===== config.mk =====
export PLATFORM = sky130hd
export DESIGN_NAME = spi_slave_rx
export DESIGN_NICKNAME = d
export VERILOG_FILES = /design/src/rtl/spi_pkg.sv /design/src/rtl/spi_sync_edge.sv /design/src/rtl/spi_slave_rx.sv
export SDC_FILE = /design/constraint.sdc
export NUM_CORES = 1
export LEC_CHECK = 0
export BUFFER_PORTS_ARGS = -buffer_cell sky130_fd_sc_hd__buf_2
export CAP_MARGIN = 15
export CORE_ASPECT_RATIO = 0.5
export CORE_MARGIN = 10
export CORE_UTILIZATION = 45
export DETAILED_ROUTE_END_ITERATION = 7
export HOLD_SLACK_MARGIN = 0.08
export PLACE_DENSITY_LB_ADDON = 0.05
export SKIP_CTS_REPAIR_TIMING = 1
export SYNTH_ARGS = -nofsm -noshare
export SYNTH_HDL_FRONTEND = slang
export SYNTH_HIERARCHICAL = 1
export SYNTH_SLANG_ARGS = --single-unit
export TNS_END_PERCENT = 50

===== constraint.sdc =====
create_clock -name clk -period 3.14 [get_ports clk]
set_clock_uncertainty 0.05 [all_clocks]
set_input_delay 0.471 -clock clk [delete_from_list [all_inputs] [get_ports clk]]
set_output_delay 0.471 -clock clk [all_outputs]
set_load 0.02 [all_outputs]

===== src/rtl/spi_pkg.sv =====
// Shared SPI definitions for the master and slave ends of the board link.
package spi_pkg;

  localparam int unsigned SPI_DATA_W      = 8;
  localparam int unsigned SPI_SYNC_STAGES = 2;

  // Union of master and slave states; the slave uses IDLE, RECV and DONE.
  typedef enum logic [2:0] {
    IDLE,
    LOAD,
    TRANSFER,
    DONE,
    RECV
  } spi_state_t;

endpackage


===== src/rtl/spi_sync_edge.sv =====
// Multi-flop synchronizer for one asynchronous pin with rise/fall detection.
module spi_sync_edge #(
  parameter int unsigned STAGES  = 2,
  parameter bit          RST_VAL = 1'b0
) (
  input  logic clk,
  input  logic rst,
  input  logic d,
  output logic q,
  output logic rise_c,
  output logic fall_c
);

  logic [STAGES-1:0] sync_q;
  logic              prev_q;

  // Synchronizer chain plus one history flop for edge detection.
  always_ff @(posedge clk or negedge rst) begin
    if (!rst) begin
      sync_q <= {STAGES{RST_VAL}};
      prev_q <= RST_VAL;
    end else begin
      sync_q <= {sync_q[STAGES-2:0], d};
      prev_q <= sync_q[STAGES-1];
    end
  end

  assign q      = sync_q[STAGES-1];
  assign rise_c = q & ~prev_q;
  assign fall_c = ~q & prev_q;

endmodule


===== src/rtl/spi_slave_rx.sv =====
// SPI mode-0 slave: oversampled receive into bytes, valid/ready hand-off, miso response.
module spi_slave_rx
  import spi_pkg::*;
#(
  parameter int unsigned DATA_W      = SPI_DATA_W,
  parameter int unsigned SYNC_STAGES = SPI_SYNC_STAGES
) (
  input  logic              clk,
  input  logic              rst,
  input  logic              sclk,
  input  logic              cs_n,
  input  logic              mosi,
  output logic              miso,
  output logic              miso_oe,
  input  logic [DATA_W-1:0] tx_data,
  output logic [DATA_W-1:0] rx_data,
  output logic              rx_valid,
  input  logic              rx_ready,
  output logic              overrun,
  output logic              frame_err,
  output logic              busy
);

  localparam int unsigned      CNT_W    = $clog2(DATA_W + 1);
  localparam logic [CNT_W-1:0] LAST_BIT = CNT_W'(DATA_W - 1);

  spi_state_t        state;
  logic [CNT_W-1:0]  bit_cnt;
  logic [DATA_W-1:0] rx_shift;
  logic [DATA_W-1:0] tx_shift;

  logic sclk_s, sclk_rise_c, sclk_fall_c;
  logic cs_s, cs_rise_c, cs_fall_c;
  logic mosi_s, mosi_rise_unused, mosi_fall_unused;

  spi_sync_edge #(.STAGES(SYNC_STAGES), .RST_VAL(1'b0)) u_sync_sclk (
    .clk(clk), .rst(rst), .d(sclk),
    .q(sclk_s), .rise_c(sclk_rise_c), .fall_c(sclk_fall_c)
  );

  // cs_n idles high, so its chain resets high to avoid a false frame start.
  spi_sync_edge #(.STAGES(SYNC_STAGES), .RST_VAL(1'b1)) u_sync_cs (
    .clk(clk), .rst(rst), .d(cs_n),
    .q(cs_s), .rise_c(cs_rise_c), .fall_c(cs_fall_c)
  );

  spi_sync_edge #(.STAGES(SYNC_STAGES), .RST_VAL(1'b0)) u_sync_mosi (
    .clk(clk), .rst(rst), .d(mosi),
    .q(mosi_s), .rise_c(mosi_rise_unused), .fall_c(mosi_fall_unused)
  );

  // Frame FSM, bit counter, shift registers and rx hand-off.
  always_ff @(posedge clk or negedge rst) begin
    if (!rst) begin
      state     <= IDLE;
      bit_cnt   <= '0;
      rx_shift  <= '0;
      tx_shift  <= '0;
      rx_data   <= '0;
      rx_valid  <= 1'b0;
      overrun   <= 1'b0;
      frame_err <= 1'b0;
    end else begin
      overrun   <= 1'b0;
      frame_err <= 1'b0;

      if (rx_valid && rx_ready && (state != DONE)) begin
        rx_valid <= 1'b0;
      end

      case (state)
        IDLE: begin
          if (cs_fall_c) begin
            state    <= RECV;
            tx_shift <= tx_data;
            bit_cnt  <= '0;
          end
        end

        RECV: begin
          if (cs_rise_c) begin
            // cs_n wins over a coincident sclk edge; partial byte is dropped.
            state     <= IDLE;
            frame_err <= (bit_cnt != '0);
            bit_cnt   <= '0;
            rx_shift  <= '0;
          end else begin
            if (sclk_rise_c) begin
              rx_shift <= {rx_shift[DATA_W-2:0], mosi_s};
              bit_cnt  <= bit_cnt + CNT_W'(1);
              if (bit_cnt == LAST_BIT) begin
                state <= DONE;
              end
            end
            // A fall before the first rise is the tail of the previous frame;
            // shifting on it would lose the freshly loaded response MSB.
            if (sclk_fall_c && (bit_cnt != '0)) begin
              tx_shift <= {tx_shift[DATA_W-2:0], 1'b0};
            end
          end
        end

        DONE: begin
          if (!rx_valid || rx_ready) begin
            rx_data  <= rx_shift;
            rx_valid <= 1'b1;
          end else begin
            overrun <= 1'b1;
          end
          bit_cnt  <= '0;
          tx_shift <= tx_data;
          state    <= cs_s ? IDLE : RECV;
        end

        default: begin
          state <= IDLE;
        end
      endcase
    end
  end

  assign miso_oe = ~cs_s;
  assign miso    = miso_oe & tx_shift[DATA_W-1];
  assign busy    = (state != IDLE);

endmodule

==> impl_metrics.csv, run 1 <==
group,metric,value,unit
floorplan,rows,16,
floorplan,die_h,65.0,um
yosys,syn_inst,153,
cts,clk_pin_slew,0.08,ns
worst_setup_path,crit_arrival,2.21,ns
worst_setup_path,path_cells,"nand2b_1, o41ai_4, mux2_2",
global_routing,grt_pass1_wl,5.75,mm
finish,final_common_cell,"dfrtp_1",
detailed_routing,initialDrtViolationCount,27,
global_routing,grt_max_degree,42,
detailed_routing,postRouteWirelength,3.34,mm
floorplan,die_x,110,um
worst_setup_path,start_kind,"register",
sta,fmax,481,MHz
detailed_routing,route.antenna.remaining_nets,0,
sta,slew_headroom,0.398,
worst_setup_path,path_class,"register to register",
yosys,yosysWarnings,6,
finish,antenna_cells,0,
global_routing,grt_pass1_vias,1216,
power,powerDensity,711,nW/um^2
placement,port_buffers,27,
floorplan,core,3900,sq um
hold_path,worstHoldPathType,"input port to register",
cts,clock-sinks,41,
cts,cts_buffers,5,
floorplan,dieArea,7150,sq um
global_routing,overflow,0,
detailed_routing,drt-wirelength-per-cell,14.1,um
sta,hold_viol_final,0,
finish,fillerInstances,362,
placement,place_congestion,0.786,
placement,hpwl,2.25,mm
sta,finalWorstSetupSlack,1.06,ns
finish,drive_gt1_frac,0.368,
floorplan,io_pins,28,
worst_setup_path,worst-path-max-fanout,19,
worst_setup_path,crit_buf_inv,0,
yosys,synth_nets,169,
sta,setup_viol,0,
run_status,status,"finished clean",
worst_setup_path,worstPathRequired,3.27,ns
finish,area_growth,15.9,%
detailed_routing,dr.pass1.iters,4,
sta,min_period_over_period,0.662,
cts,clock_latency,0.29,ns
cts,clockBufferDepth,2,
detailed_routing,via_per_inst,5.11,
sta,slew_viol_final,0,
sta,finalSetupTns,0,ns
sta,rsz0062_at_grt,"no",
worst_setup_path,reg2reg_slack,1.06,ns
sta,period_minus_slack,2.08,ns
worst_setup_path,path_delay_family,"compound AO/OA/AOI/OAI gates",
global_routing,grt_usage,0.102,
detailed_routing,drc,0,
finish,multiInputGateArea,722,sq um
power,p_leak,0.996,nW
cts,clock-root-buffer,"clkbuf_8",
worst_setup_path,cpPeakStageDelay,0.61,ns
yosys,syn_area,1820,sq um
placement,place_ws,1.04,ns
worst_setup_path,worstSetupEndpointType,"register",
finish,mostFrequentLayoutCells,"38 x dfrtp_1, 27 x buf_2, 22 x mux2_2, 14 x nand2_1, 12 x nor2b_1",
global_routing,grt_antenna_before_repair,0,
detailed_routing,vias,1206,
cts,htreeDepth,2,
finish,nets,197,
finish,register_area,1030,sq um
power,peakVddDrop,0.000353,V
floorplan,floorplan.initialDensity,0.467,
sta,worst-slew-pin-transition,0.902,ns
worst_setup_path,crit_slowest_cell,"o41ai_4",
cts,cts_tree,"built",
yosys,avgSynthCellArea,11.9,sq um
job,maxCapViolCount,0,
metal layers:
| layer | global-route usage | vias to the layer above | part of all wire |
|---|---|---|---|
| li1 | - | 595 | - |
| met1 | 0.130 | 586 | 0.52 |
| met2 | 0.151 | 20 | 0.42 |
| met3 | 0.0414 | 5 | 0.052 |
| met4 | 0.0387 | 0 | 0.010 |
| met5 | 0 | - | 0 |
path summary, 6_finish.rpt:
check	end	depth (start not counted)	start
worst max-delay path	tx_shift[7]	3	state[1]
worst min-delay path	u_sync_cs/sync_q[0]	1	cs_n
worst max register to register	tx_shift[7]	3	state[1]
worst min register to register	u_sync_mosi/sync_q[1]	0	u_sync_mosi/sync_q[0]
max in group asynchronous	state[2]	1	rst
min in group asynchronous	rx_data[7]	1	rst
power breakdown:
group | switching [mW] | leakage [nW] | internal [mW]
clock | 0.180 | 0.0585 | 0.259
combinational | 0.151 | 0.423 | 0.167
sequential | 0.0932 | 0.515 | 0.651
state kept, by name (all words and copies together) (netlist names):
name	flops
rx_data	8
rx_shift	8
tx_shift	8
bit_cnt	4
state	2
u_sync_cs/sync_q	2
u_sync_mosi/sync_q	2
u_sync_sclk/sync_q	2
frame_err	1
overrun	1
rx_valid	1
u_sync_cs/prev_q	1
u_sync_sclk/prev_q	1
area by class of cell:
| cell class | instances | share of cell area |
|---|---|---|
| multi-input combinational | 98 | 0.342 |
| clock inverter | 1 | 0.0142 |
| clock buffer | 7 | 0.0409 |
| tap | 54 | 0.0320 |
| sequential | 41 | 0.488 |
| inverter | 5 | 0.00889 |
| timing repair buffer | 30 | 0.0746 |
metrics by stage:
stage / utilization / hold WS [ns] / total power, mW / instances / instance area, sq um
4_1_cts: 0.541 / 0.219 / 1.52 / 236 / 2110
6_report: 0.541 / 0.225 / 1.50 / 236 / 2110
3_3_place_gp: 0.511 / 0.283 / 1.07 / 228 / 2000
2_1_floorplan: - / 0.125 / 0.994 / 153 / 1820
5_1_grt: 0.541 / 0.210 / 1.61 / 236 / 2110
3_5_place_dp: 0.511 / 0.285 / 1.08 / 228 / 2000
Power figures use the tool's default switching activity.
==> inputs of run 2 (changes only) <==
==> constraint.sdc (replaced) <==
create_clock -name clk -period 2 [get_ports clk]
set_clock_uncertainty 0.05 [all_clocks]
set_input_delay 0.3 -clock clk [delete_from_list [all_inputs] [get_ports clk]]
set_output_delay 0.3 -clock clk [all_outputs]
set_load 0.02 [all_outputs]
==> run 2 against run 1 <==
Net effect:
- largest power group unchanged
- via count is 4.2% higher
- non-clock buffer count is 7 higher
- sequential power is 57% higher
==> impl_metrics.csv, run 2 (same netlist as run 1, synthesis figures left out) <==
group,metric,value,unit
floorplan,die_h,65.0,um
finish,multiInputGateArea,722,sq um
finish,antenna_cells,0,
job,maxCapViolCount,0,
cts,cts_tree,"built",
cts,cts_buffers,5,
placement,place_area,2030,sq um
sta,period_minus_slack,1.84,ns
sta,rsz0062_at_grt,"no",
global_routing,overflow,0,
global_routing,grt_pass1_wl,6.09,mm
cts,clock_latency,0.29,ns
detailed_routing,vias,1257,
cts,clk_pin_slew,0.08,ns
cts,clock-root-buffer,"clkbuf_8",
worst_setup_path,crit_slowest_cell,"nor3b_1",
sta,finalSetupTns,0,ns
detailed_routing,via_per_inst,5.17,
sta,slew_headroom,0.629,
sta,min_period_over_period,0.922,
finish,top_regs,"rx_data (8), rx_shift (8), tx_shift (8)",
hold_path,worstHoldPathType,"input port to register",
hold_path,hold_start,"tx_data[0]",
worst_setup_path,worstSetupEndpointType,"register",
power,p_leak,1.03,nW
cts,htreeDepth,2,
global_routing,grt_usage,0.108,
finish,final_util,0.561,
placement,dp_cells,231,
worst_setup_path,rr_startpoint,"bit_cnt[0]",
detailed_routing,initialDrtViolationCount,61,
run_status,status,"finished clean",
worst_setup_path,crit_path_start,"bit_cnt[0]",
global_routing,grt_antenna_before_repair,0,
finish,mostFrequentLayoutCells,"38 x dfrtp_1, 27 x buf_2, 22 x mux2_2, 14 x nand2_1, 12 x nor2b_1",
finish,fin_area,2190,sq um
sta,hold_ws,0.169,ns
finish,fillerInstances,346,
floorplan,io_pins,28,
cts,clock-sinks,41,
sta,fmax,543,MHz
sta,finalWorstSetupSlack,0.157,ns
placement,place_ws,0.174,ns
floorplan,floorplan.initialDensity,0.467,
detailed_routing,route.antenna.remaining_nets,0,
sta,worst-slew-pin-transition,0.555,ns
placement,hpwl,2.37,mm
sta,slew_viol_final,0,
finish,stdcell_count,243,
floorplan,die_x,110,um
global_routing,grt_max_degree,42,
worst_setup_path,path_cells,"inv_1, ha_1, nor3b_1, o41ai_4, buf_4, mux2_2",
finish,drive_gt1_frac,0.376,
finish,final_common_cell,"dfrtp_1",
worst_setup_path,crit_arrival,1.97,ns
floorplan,core,3900,sq um
worst_setup_path,cpPeakStageDelay,0.47,ns
placement,port_buffers,27,
finish,register_area,1030,sq um
global_routing,grt_pass1_vias,1315,
power,peakVddDrop,0.000419,V
floorplan,dieArea,7150,sq um
detailed_routing,drt-wirelength-per-cell,14.3,um
power,power,2.39,mW
worst_setup_path,worst-path-max-fanout,7,
worst_setup_path,start_kind,"register",
finish,nets,204,
cts,clockBufferDepth,2,
sta,setup_viol,0,
worst_setup_path,path_class,"register to register",
detailed_routing,dr.pass1.iters,4,
placement,place_congestion,0.784,
sta,hold_viol_final,0,
power,powerDensity,1090,nW/um^2
detailed_routing,drc,0,
finish,area_growth,20.3,%
worst_setup_path,worstPathRequired,2.13,ns
floorplan,rows,16,
detailed_routing,postRouteWirelength,3.48,mm
[run 2: cell types whose count changed in the layout (fill, tap and decap cells not counted)]
cell / delta
clkinvlp_4: +1
buf_12: +1
buf_4: +2
clkbuf_1: -1
dlygate4sd3_1: +4
[run 2: path summary, 6_finish.rpt]
path,end,slack [ns],cells after the start
setup / recovery,tx_shift[2],0.16,6
hold / removal,tx_shift[0],0.17,3
setup reg to reg,tx_shift[2],0.16,6
hold reg to reg,u_sync_sclk/sync_q[1],0.30,0
max in group asynchronous,u_sync_cs/sync_q[0],1.17,3
min in group asynchronous,rx_data[7],0.46,3
[run 2: critical path, delay by kind of cell (launching register included)]
family | cells | cell delay [ns]
AND/OR/NAND/NOR | 1 | 0.47
adder cells (fa/ha/maj) | 1 | 0.13
multiplexers | 1 | 0.27
buffers and inverters | 2 | 0.26
flip-flops | 1 | 0.42
AO/OA/AOI/OAI | 1 | 0.13
[run 2: power breakdown]
group	internal [mW]	switching [mW]
clock	0.406	0.294
combinational	0.281	0.241
sequential	1.02	0.144
[run 2: cell type report]
| type | count | area share |
|---|---|---|
| clock buffers | 6 | 0.0377 |
| multi-input cells | 98 | 0.330 |
| well taps | 54 | 0.0308 |
| repair buffers | 37 | 0.106 |
| flip-flops and latches | 41 | 0.470 |
| clock inverters | 2 | 0.0171 |
| inverters | 5 | 0.00857 |
[run 2: per-layer routing]
| metal | vias to the layer above | wire length [um] | track usage |
|---|---|---|---|
| li1 | 612 | - | - |
| met1 | 616 | 1560 | 0.127 |
| met2 | 25 | 1630 | 0.167 |
| met3 | 4 | 258 | 0.0533 |
| met4 | 0 | 33 | 0.0387 |
| met5 | - | 0 | 0 |
==> inputs of run 3 (changes only) <==
--- a/config.mk
+++ b/config.mk
@@ -16,6 +16,5 @@
 export SKIP_CTS_REPAIR_TIMING = 1
 export SYNTH_ARGS = -nofsm -noshare
 export SYNTH_HDL_FRONTEND = slang
-export SYNTH_HIERARCHICAL = 1
 export SYNTH_SLANG_ARGS = --single-unit
 export TNS_END_PERCENT = 50
==> run 3 against run 2 <==
Net effect:
- cell count fell by 10%
- sequential cell count did not move
- worst hold slack improved by 0.020 ns
- non-clock buffer count fell by 2
- critical endpoint is now tx_shift[0]
- wire length fell by 17%
- combinational power fell by 53%
==> impl_metrics.csv, run 3 <==
group,metric,value,unit
sta,period_minus_slack,1.60,ns
worst_setup_path,worstSetupEndpointType,"register",
hold_path,min_to,"tx_shift[0]",
finish,stdcell_count,218,
worst_setup_path,reg2reg_slack,0.40,ns
cts,cts_tree,"built",
yosys,synth_fa_ha_area_frac,0.0154,
global_routing,overflow,0,
yosys,synth_most_common_cell,"dfrtp_1",
sta,rsz0062_at_grt,"no",
power,powerDensity,942,nW/um^2
yosys,yosysWarnings,0,
power,peakVddDrop,0.000529,V
global_routing,grt_pass1_wl,4.86,mm
run_status,status,"finished clean",
placement,port_buffers,27,
finish,fillerInstances,326,
worst_setup_path,rr_startpoint,"bit_cnt[0]",
yosys,synth-simple-area-share,0.122,
floorplan,io_pins,28,
worst_setup_path,r2r-end,"tx_shift[0]",
cts,clock-sinks,41,
cts,htreeDepth,2,
yosys,synth_top_area_frac,0.584,
floorplan,dieArea,6570,sq um
worst_setup_path,path_class,"register to register",
yosys,synth_top_family_by_area,"compound AO/OA/AOI/OAI gates",
worst_setup_path,crit_arrival,1.73,ns
detailed_routing,route.antenna.remaining_nets,0,
hold_path,worstHoldPathType,"input port to register",
floorplan,core,3450,sq um
cts,cts_buffers,5,
yosys,syn_area,1630,sq um
finish,multiInputGateArea,527,sq um
worst_setup_path,start_kind,"register",
finish,final_common_cell,"dfrtp_1",
worst_setup_path,reg2regPathDepth,6,
global_routing,grt_pass1_vias,1029,
yosys,netlist_top_cells_area,"dfrtp_1 58%, mux2_2 5.5%, dfstp_2 4.8%",
sta,slew_viol_final,0,
sta,setup_viol,0,
sta,finalSetupTns,0,ns
detailed_routing,postRouteWirelength,2.90,mm
placement,hpwl,2.02,mm
yosys,synth_mux_area_frac,0.0553,
yosys,synth_seq_cells,41,
finish,antenna_cells,0,
floorplan,die_x,105,um
yosys,synth-main-ff-cell,"dfrtp_1",
finish,register_area,1030,sq um
cts,clk_pin_slew,0.07,ns
cts,clock-root-buffer,"clkbuf_8",
placement,place_congestion,0.716,
detailed_routing,vias,1059,
worst_setup_path,worst-path-max-fanout,8,
finish,mostFrequentLayoutCells,"38 x dfrtp_1, 27 x buf_2, 11 x inv_1, 9 x a22o_1, 8 x mux2_2",
sta,slew_headroom,0.662,
global_routing,grt_max_degree,42,
sta,hold_ws,0.190,ns
yosys,syn_inst,129,
finish,top_regs,"rx_data (8), rx_shift (8), tx_shift (8)",
global_routing,grt_usage,0.0897,
sta,fmax,625,MHz
finish,drive_gt1_frac,0.323,
job,maxCapViolCount,0,
yosys,avgSynthCellArea,12.6,sq um
detailed_routing,drc,0,
floorplan,floorplan.initialDensity,0.472,
hold_path,hold_depth,2,
detailed_routing,via_per_inst,4.86,
detailed_routing,initialDrtViolationCount,38,
floorplan,rows,15,
sta,hold_viol_final,0,
floorplan,die_h,62.5,um
cts,clock_latency,0.29,ns
yosys,async_flop_share,1.00,
yosys,synth-edff-count,0,
yosys,synth_nets,145,
cts,clockBufferDepth,2,
detailed_routing,drt-wirelength-per-cell,13.3,um
detailed_routing,dr.pass1.iters,4,
finish,nets,182,
sta,worst-slew-pin-transition,0.508,ns
global_routing,grt_antenna_before_repair,0,
yosys,yosysSeqAreaShare,0.632,
yosys,synthTopCellsByCount,"38 x dfrtp_1, 11 x inv_1, 9 x a22o_1",
power,p_leak,1.02,nW
yosys,synth_top_area_cell,"dfrtp_1",
sta,min_period_over_period,0.800,
finish,final_util,0.572,
worst_setup_path,worstPathRequired,2.13,ns
yosys,synth.distinct_cells,30,
placement,dp_cells,206,
finish,area_growth,21.2,%
hold_path,hold_start,"tx_data[0]",
yosys,synth_xor_area_frac,0,
yosys,synth_compound_area_frac,0.131,
==> run 3: layer usage <==
metal	share of wire	global-route usage
met5	0	0
met4	0.012	0.0357
met3	0.060	0.0453
met2	0.41	0.124
met1	0.52	0.115
==> run 3: worst max-delay path by stage <==
stage / start / to / depth (start not counted)
floorplan: bit_cnt[0] / tx_shift[0] / 7
global placement: bit_cnt[0] / tx_shift[0] / 6
detailed placement: bit_cnt[0] / tx_shift[0] / 6
CTS: bit_cnt[0] / tx_shift[0] / 6
global route: bit_cnt[0] / tx_shift[0] / 6
finish: bit_cnt[0] / tx_shift[0] / 6
==> run 3: stage by stage <==
stage               cell area [sq um]  worst slack, ns  power (mW)
floorplan                        1630            0.432        1.15
global placement                 1830            0.417        1.23
detailed placement               1830            0.394        1.23
CTS                              1930            0.384        1.89
global route                     1970            0.300        1.96
finish                           1970            0.400        1.86
==> run 3: power by group <==
part,switching (mW),leakage [nW],internal [mW]
combinational,0.128,0.442,0.115
clock,0.272,0.0552,0.370
sequential,0.0569,0.524,0.919
total,0.457,1.02,1.40
==> run 3: layout make-up <==
type / count / share of cell area
Clock buffer: 6 / 0.0368
Sequential cell: 41 / 0.522
Clock inverter: 2 / 0.0177
Multi-Input combinational cell: 72 / 0.267
Inverter: 11 / 0.0209
Tap cell: 51 / 0.0323
Timing Repair Buffer: 35 / 0.104
==> run 3: worst max-delay path, cell delays in order (launching register included) <==
cell,delay [ns]
dfrtp_1,0.42
inv_1,0.06
ha_1,0.19
or3b_4,0.24
nand4_4,0.13
and2_4,0.23
a22o_1,0.17
==> run 3: cell families (layout without fill, tap and decap cells) <==
group / count (synthesis) / count (layout)
muxes: 8 / 8
and+or+nand+nor: 32 / 32
AOI/OAI and AO/OA: 30 / 30
DFF: 41 / 41
buffers and inverters: 16 / 54
adders and majority gates: 2 / 2
